### config.mk
export PLATFORM = sky130hd
export DESIGN_NAME = imm_encoder
export DESIGN_NICKNAME = d
export VERILOG_FILES = /design/src/rtl/imm_pkg.sv /design/src/rtl/rot_check.sv /design/src/rtl/imm_encoder.sv
export SDC_FILE = /design/constraint.sdc
export NUM_CORES = 1
export LEC_CHECK = 0
export ABC_AREA = 1
export ABC_CLOCK_PERIOD_IN_PS = 2700
export CORE_MARGIN = 2
export CORE_UTILIZATION = 42
export CTS_CLUSTER_SIZE = 14
export DETAILED_ROUTE_END_ITERATION = 12
export GPL_TIMING_DRIVEN = 0
export PLACE_DENSITY = 0.69
export SLEW_MARGIN = 10
export SYNTH_ARGS = -nofsm -noshare
export SYNTH_HDL_FRONTEND = slang
export SYNTH_SLANG_ARGS = --single-unit
### constraint.sdc
create_clock -name clk -period 2.7 [get_ports clk]
set_clock_uncertainty 0.2 [all_clocks]
set_input_delay 0.27 -clock clk [delete_from_list [all_inputs] [get_ports clk]]
set_output_delay 0.27 -clock clk [all_outputs]
set_load 0.05 [all_outputs]
### src/rtl/imm_pkg.sv
// rtl/imm_pkg.sv - shared types and constants for the immediate encoder
package imm_pkg;

    typedef enum logic [1:0] {
        IMM8  = 2'b00,
        IMM12 = 2'b01,
        BR24  = 2'b10,
        ROT8  = 2'b11
    } imm_sel_t;

    typedef enum logic [1:0] {
        IDLE  = 2'd0,
        CHECK = 2'd1,
        DONE  = 2'd2
    } imm_state_t;

    localparam int         ROT_STEPS = 16;
    localparam logic [3:0] RC_LAST   = 4'(ROT_STEPS - 1);

endpackage

### src/rtl/rot_check.sv
// rtl/rot_check.sv - one rotated-immediate probe: value rol 2*rc, hit when the result fits in 8 bits
module rot_check (
    input  logic [31:0] value,
    input  logic [3:0]  rc,
    output logic        hit,
    output logic [7:0]  imm8
);

    logic [5:0]  w_sh;
    logic [63:0] w_dbl;
    logic [31:0] w_t;

    // Upper half of {v,v} << sh is v rotated left by sh, with no special case at sh = 0.
    assign w_sh  = {1'b0, rc, 1'b0};
    assign w_dbl = {value, value} << w_sh;
    assign w_t   = w_dbl[63:32];
    assign hit   = (w_t[31:8] == 24'd0);
    assign imm8  = w_t[7:0];

endmodule

### src/rtl/imm_encoder.sv
// rtl/imm_encoder.sv - inverse of extend: constant + format -> immediate field and fits flag (option ROT_IMM_EN)
import imm_pkg::*;

module imm_encoder #(
    parameter int N = 24
) (
    input  logic         clk,
    input  logic         rst,
    input  logic         in_valid,
    output logic         in_ready,
    input  logic [31:0]  value,
    input  logic [1:0]   sel,
    output logic         out_valid,
    input  logic         out_ready,
    output logic [N-1:0] field,
    output logic         fits
);

    imm_state_t  r_state;
    imm_state_t  w_next;
    logic [31:0] r_value;
    imm_sel_t    r_sel;
    logic [N-1:0] r_field;
    logic        r_fits;
    logic        r_out_valid;

    logic        w_accept;
    logic        w_stay;
    logic        w_fits;
    logic [N-1:0] w_field_raw;
    logic [N-1:0] w_field;

`ifdef ROT_IMM_EN
    logic [3:0]  r_rc;
    logic        w_rot_hit;
    logic [7:0]  w_rot_imm8;

    rot_check u_rot_check (
        .value (r_value),
        .rc    (r_rc),
        .hit   (w_rot_hit),
        .imm8  (w_rot_imm8)
    );

    assign w_stay = (r_sel == ROT8) && !w_rot_hit && (r_rc != RC_LAST);
`else
    assign w_stay = 1'b0;
`endif

    assign w_accept = in_valid && (r_state == IDLE);

    always_comb begin
        w_fits      = 1'b0;
        w_field_raw = '0;
        case (r_sel)
            IMM8: begin
                w_fits           = (r_value[31:8] == 24'd0);
                w_field_raw[7:0] = r_value[7:0];
            end
            IMM12: begin
                w_fits            = (r_value[31:12] == 20'd0);
                w_field_raw[11:0] = r_value[11:0];
            end
            BR24: begin
                w_fits            = (r_value[1:0] == 2'b00) &&
                                    (r_value[31:26] == {6{r_value[25]}});
                w_field_raw[23:0] = r_value[25:2];
            end
            ROT8: begin
`ifdef ROT_IMM_EN
                w_fits            = w_rot_hit;
                w_field_raw[11:0] = {r_rc, w_rot_imm8};
`endif
            end
            default: begin
                w_fits = 1'b0;
            end
        endcase
        w_field = w_fits ? w_field_raw : '0;
    end

    always_ff @(posedge clk or posedge rst) begin
        if (rst) r_state <= IDLE;
        else     r_state <= w_next;
    end

    always_comb begin
        w_next = r_state;
        case (r_state)
            IDLE:    if (in_valid)   w_next = CHECK;
            CHECK:   if (!w_stay)    w_next = DONE;
            DONE:    if (out_ready)  w_next = IDLE;
            default: w_next = IDLE;
        endcase
    end

    always_ff @(posedge clk or posedge rst) begin
        if (rst) begin
            r_value     <= 32'd0;
            r_sel       <= IMM8;
            r_field     <= '0;
            r_fits      <= 1'b0;
            r_out_valid <= 1'b0;
`ifdef ROT_IMM_EN
            r_rc        <= 4'd0;
`endif
        end else begin
            if (w_accept) begin
                r_value <= value;
                r_sel   <= imm_sel_t'(sel);
`ifdef ROT_IMM_EN
                r_rc    <= 4'd0;
`endif
            end
            if (r_state == CHECK) begin
                if (w_stay) begin
`ifdef ROT_IMM_EN
                    r_rc <= r_rc + 4'd1;
`endif
                end else begin
                    r_field     <= w_field;
                    r_fits      <= w_fits;
                    r_out_valid <= 1'b1;
                end
            end
            if ((r_state == DONE) && out_ready) begin
                r_out_valid <= 1'b0;
            end
        end
    end

    always_comb begin
        in_ready  = (r_state == IDLE);
        out_valid = r_out_valid;
        field     = r_field;
        fits      = r_fits;
    end

endmodule

Word-level counts from Yosys, hierarchy flattened. Cells that the tools add are included.

Memories: 0. Bits in writable memories: 0. ROM bits: 0. Bits of input ports: 38. Bits in registers: 62. Output and inout port bits: 27. Latch bits: 0.

Divide/modulo/power cells: 0. Add/sub/neg operators: 0. Magnitude comparators: 0. Multiplexer cells: 10. Bitwise logic cells: 0. Reductions and logical operators: 11. Multiply operators: 0. Shift-type cells: 0. Equal/unequal tests: 7.

Operators with widths (number): 24-bit logical NOT (1); 24-bit two-way mux (1); 20-bit logical NOT (1); 8-bit one-hot mux with 2 select lines (1); 12-bit two-way mux (1); 4-bit one-hot mux with 2 select lines (1); 6-bit == test (1); 2-bit logical NOT (3); 2-bit one-hot mux with 3 select lines (1); 2-bit by 1-bit == test with 1-bit output (second input constant) (2); 2-bit == test (second input constant) (2); 2-bit two-way mux (2); 2-bit != test (second input constant) (2); 1-bit logical AND (3); 1-bit one-hot mux with 3 select lines (1); 1-bit two-way mux (2); 2-bit AND reduction (1); 2-bit nonzero test (1); 2-bit OR reduction (1).

Longest topological paths before layout.
Word-level depth: 4. Depth in mapped cells: 9. Gate-level depth less buffers: 8.

Worst setup path before layout. OpenSTA, ideal clock, no wires.

Path kind: reg2reg. From: reg r_state[1]. To: reg r_sel[1]. Data required time: 2.417 ns. Buffers on the path: 1. Slack: 0.522 ns. Cell stages (with the launch flop): 7. Setup time: 0.083 ns. Arrival: 1.895 ns. Clock period less this slack: 2.178 ns. Path through: dfrtp_1 nor2_1 nand2_2 clkinv_1 clkbuf_1 nand2_1 o21ai_0.

Cells in the longest elaborated chain, start to end: 2.

Ends and longest elaborated chain: start, declared (line imm_encoder.sv:19) `imm_state_t r_state;`; start signal, assigned (line imm_encoder.sv:84) `else r_state <= w_next;`; 2-bit logical NOT; net in_ready (line imm_encoder.sv:10) `output logic in_ready,`; 1-bit logical AND (line imm_encoder.sv:50) `assign w_accept = in_valid && (r_state == IDLE);`; end signal, assigned (line imm_encoder.sv:110) `r_sel <= imm_sel_t'(sel);`; end, declared (line imm_encoder.sv:22) `imm_sel_t r_sel;`.

The timed path passes the listed nets, and every way through them passes these cells. A chain may end at the register's enable or synchronous reset.

Worst setup path in the final report.
From: reg r_state[1]. To: out in_ready.

Cells in the longest elaborated chain, start to end: 1.

Ends and longest elaborated chain: 2-bit logical NOT (line imm_encoder.sv:133) `in_ready = (r_state == IDLE);`; end, declared (line imm_encoder.sv:10).

Every way passes these cells.

==> results.py <==
metrics = {
    "cts": {
        "clock_path_buffers": 2,
        "cts_root_buf": "clkbuf_8",
        "cts_resized": 0,
        "cts-hold-fix-buffers": 0,
        "clkTransAtPathRegs_ps": 70,
        "cts_num_sinks": 62,
        "cts_made_buffers": 9,
        "cts_tree": "done",
        "insertion_delay_ps": 330,
        "htreeDepth": 3,
        "cts_setup_buffers": 0,
    },
    "routing": {
        "routed_wl_um": 6250,
        "drt_pass1_iterations": 4,
        "routedWlPerCell_um": 12.4,
        "drc": 0,
        "drt-vias-per-instance": 4.75,
        "drtIter0Drc": 169,
        "ant_nets": 0,
        "vias": 2401,
    },
    "pwr": {
        "power.switching_mw": 1.29,
        "pwr-share-clk": 0.252,
        "seqPwrFrac": 0.408,
        "leakage_nw": 1.94,
        "intPower_mw": 2.10,
        "swShare": 0.380,
        "pwr-share-comb": 0.340,
        "ir_worst_vdd_mv": 0.534,
        "power.density_nw_per_um2": 908,
    },
    "finish": {
        "post-route-util": 0.585,
        "antenna_cells": 0,
        "instances_no_fill": 505,
        "drive_gt1_frac": 0.0631,
        "area.growth.synth_to_final_pct": 33.7,
        "final_area_um2": 3740,
        "nets": 466,
    },
    "place": {
        "placed_cell_area_um2": 3530,
        "pre_cts_slack_ps": 654,
        "dp.cells": 490,
        "place_congestion": 0.817,
        "io_buffers": 64,
        "hpwlAfterDp_um": 4490,
    },
    "floorplanning": {
        "die-area_um2": 7320,
        "die_w_um": 85.6,
        "fp-row-count": 29,
        "start_util": 0.438,
        "pin_count": 65,
        "die_y_um": 85.6,
        "core_um2": 6390,
    },
    "timing": {
        "rsz0062_at_grt": "no",
        "fin_crit_sh": 0.878,
        "min_period_ps": 2370,
        "setup_violations": 0,
        "timing.final.ws_setup_ps": 330,
        "fmax_ghz": 0.422,
        "worstMarginPinSlew_ps": 746,
        "finalHoldViolCount": 0,
        "max_slew_margin": 0.503,
        "hold_ws_ps": 223,
        "drv_slew": 0,
    },
    "critical_path": {
        "worstPathRequired_ps": 2230,
        "r2r_start": "r_sel[0]",
        "cp.arrival_ps": 1900,
        "critical_path.startpoint": "r_state[1]",
        "startpoint_type": "flip-flop",
        "crit_type": "reg -> out",
        "endpoint_kind": "primary output",
        "crit_fanout": 4,
    },
    "global_routing": {
        "grt_pass1_vias": 2381,
        "grt_max_degree": 63,
        "grt_pass1_wl_um": 10700,
        "antenna_found_initial": 0,
        "grt.total_usage": 0.186,
        "grt-ovfl-total": 0,
    },
    "synthesis": {
        "ys_warn_count": 0,
        "syn_area_per_cell_um2": 8.01,
        "synth_top_area_cell": "dfrtp_1",
        "synth_edf_count": 0,
        "netlist_instances": 349,
        "synth_seq_area_share": 0.555,
        "ys_top_cells_by_area": "dfrtp_1, nand2_1, nand3_1",
        "synth_top_cell_area_share": 0.555,
        "synth_area_um2": 2790,
        "synthesis.nets": 391,
        "synthFlopType": "dfrtp_1",
        "postSynth.asyncResetShare": 1.00,
        "yosys.cell_types.count": 20,
        "ys_seq_elements": 62,
    },
    "hold_path": {
        "hold_class": "in -> async",
    },
    "outcome": {
        "status": "finished clean",
    },
    "flow_run": {
        "maxCapViolations": 0,
    },
}
==> state kept, by name, summed over array words and instances (netlist names) <==
| name | cells |
|---|---|
| r_value | 32 |
| fits | 1 |
| field | 24 |
| r_state | 2 |
| r_sel | 2 |
| out_valid | 1 |
==> power groups by stage <==
| stage | Clock [mW] | Combinational [mW] | Sequential, mW |
|---|---|---|---|
| 3_5_place_dp | 0 | 1.15 | 1.40 |
| 5_1_grt | 0.905 | 1.32 | 1.42 |
| 3_3_place_gp | 0 | 1.12 | 1.39 |
| 6_report | 0.854 | 1.15 | 1.38 |
| 4_1_cts | 0.866 | 1.16 | 1.38 |
| 2_1_floorplan | 0 | 0.810 | 1.38 |
==> per-stage QoR <==
step	setup TNS [ps]	power (mW)
3_5_place_dp	0	2.54
2_1_floorplan	0	2.19
5_1_grt	0	3.64
4_1_cts	0	3.41
6_report	0	3.39
3_3_place_gp	-23170	2.51
==> logic make-up (layout without fill, tap and decap cells) <==
| logic type | Yosys count | count (layout) | synth area share |
|---|---|---|---|
| flops | 62 | 62 | 0.555 |
| simple gates | 200 | 200 | 0.286 |
| fa+ha+maj | 4 | 4 | 0.0179 |
| buf+inv | 51 | 130 | 0.0757 |
| compound gates | 32 | 32 | 0.0649 |
==> routing by layer <==
| metal | global-route usage | up-vias | share of wire |
|---|---|---|---|
| met5 | 0 | - | 0 |
| met4 | 0.0765 | 0 | 0.016 |
| met3 | 0.0395 | 9 | 0.047 |
| met2 | 0.286 | 56 | 0.44 |
| met1 | 0.258 | 1109 | 0.50 |
| li1 | - | 1227 | - |
==> final cells by class <==
type | instances | area (um^2)
fillers | 595 | 2650
flip-flops and latches | 62 | 1550
multi-input cells | 236 | 1030
repair buffers | 64 | 641
inverters | 37 | 141
clock buffers | 10 | 128
well taps | 77 | 96.3
clock inverters | 5 | 75.1
plain buffers | 14 | 72.6
==> synthesized netlist by cell type, types with 2 or more instances <==
| master | instances |
|---|---|
| nand2_1 | 152 |
| dfrtp_1 | 62 |
| inv_1 | 35 |
| nand3_1 | 28 |
| o21ai_0 | 19 |
| nor2_1 | 15 |
| clkbuf_1 | 8 |
| o22ai_1 | 8 |
| a21oi_1 | 4 |
| buf_2 | 4 |
| ha_1 | 4 |
| buf_6 | 2 |
==> critical path, stage by stage, from the launching register on <==
cell and delay (ps):
dfrtp_1 420, nor2_1 280, clkdlybuf4s50_1 870
==> placed cells by master (no fill, tap or decap) <==
cell type and count:
nand2_1 152, clkdlybuf4s50_1 64, dfrtp_1 62, inv_1 34, nand3_1 28, o21ai_0 19, nor2_1 15, clkbuf_1 9
clkbuf_8 9, o22ai_1 8, buf_2 4, a21oi_1 4, ha_1 4, clkinv_2 3, buf_6 2, bufinv_16 2
nand2_2 1, clkinv_1 1, or2_2 1, nor3_1 1, nor2_2 1, inv_2 1, or2_4 1, a21oi_4 1
inv_4 1
==> path summary, 6_finish.rpt <==
kind	endpoint	slack, ps	depth (start not counted)
hold / removal	field[13]	220	2
hold reg to reg	field[13]	280	2
min in group clk	r_value[23]	270	3
max in group asynchronous	r_value[0]	1580	2
setup / recovery	in_ready	330	2
setup reg to reg	field[7]	650	8
No activity file was read; power rests on OpenSTA's default activity.
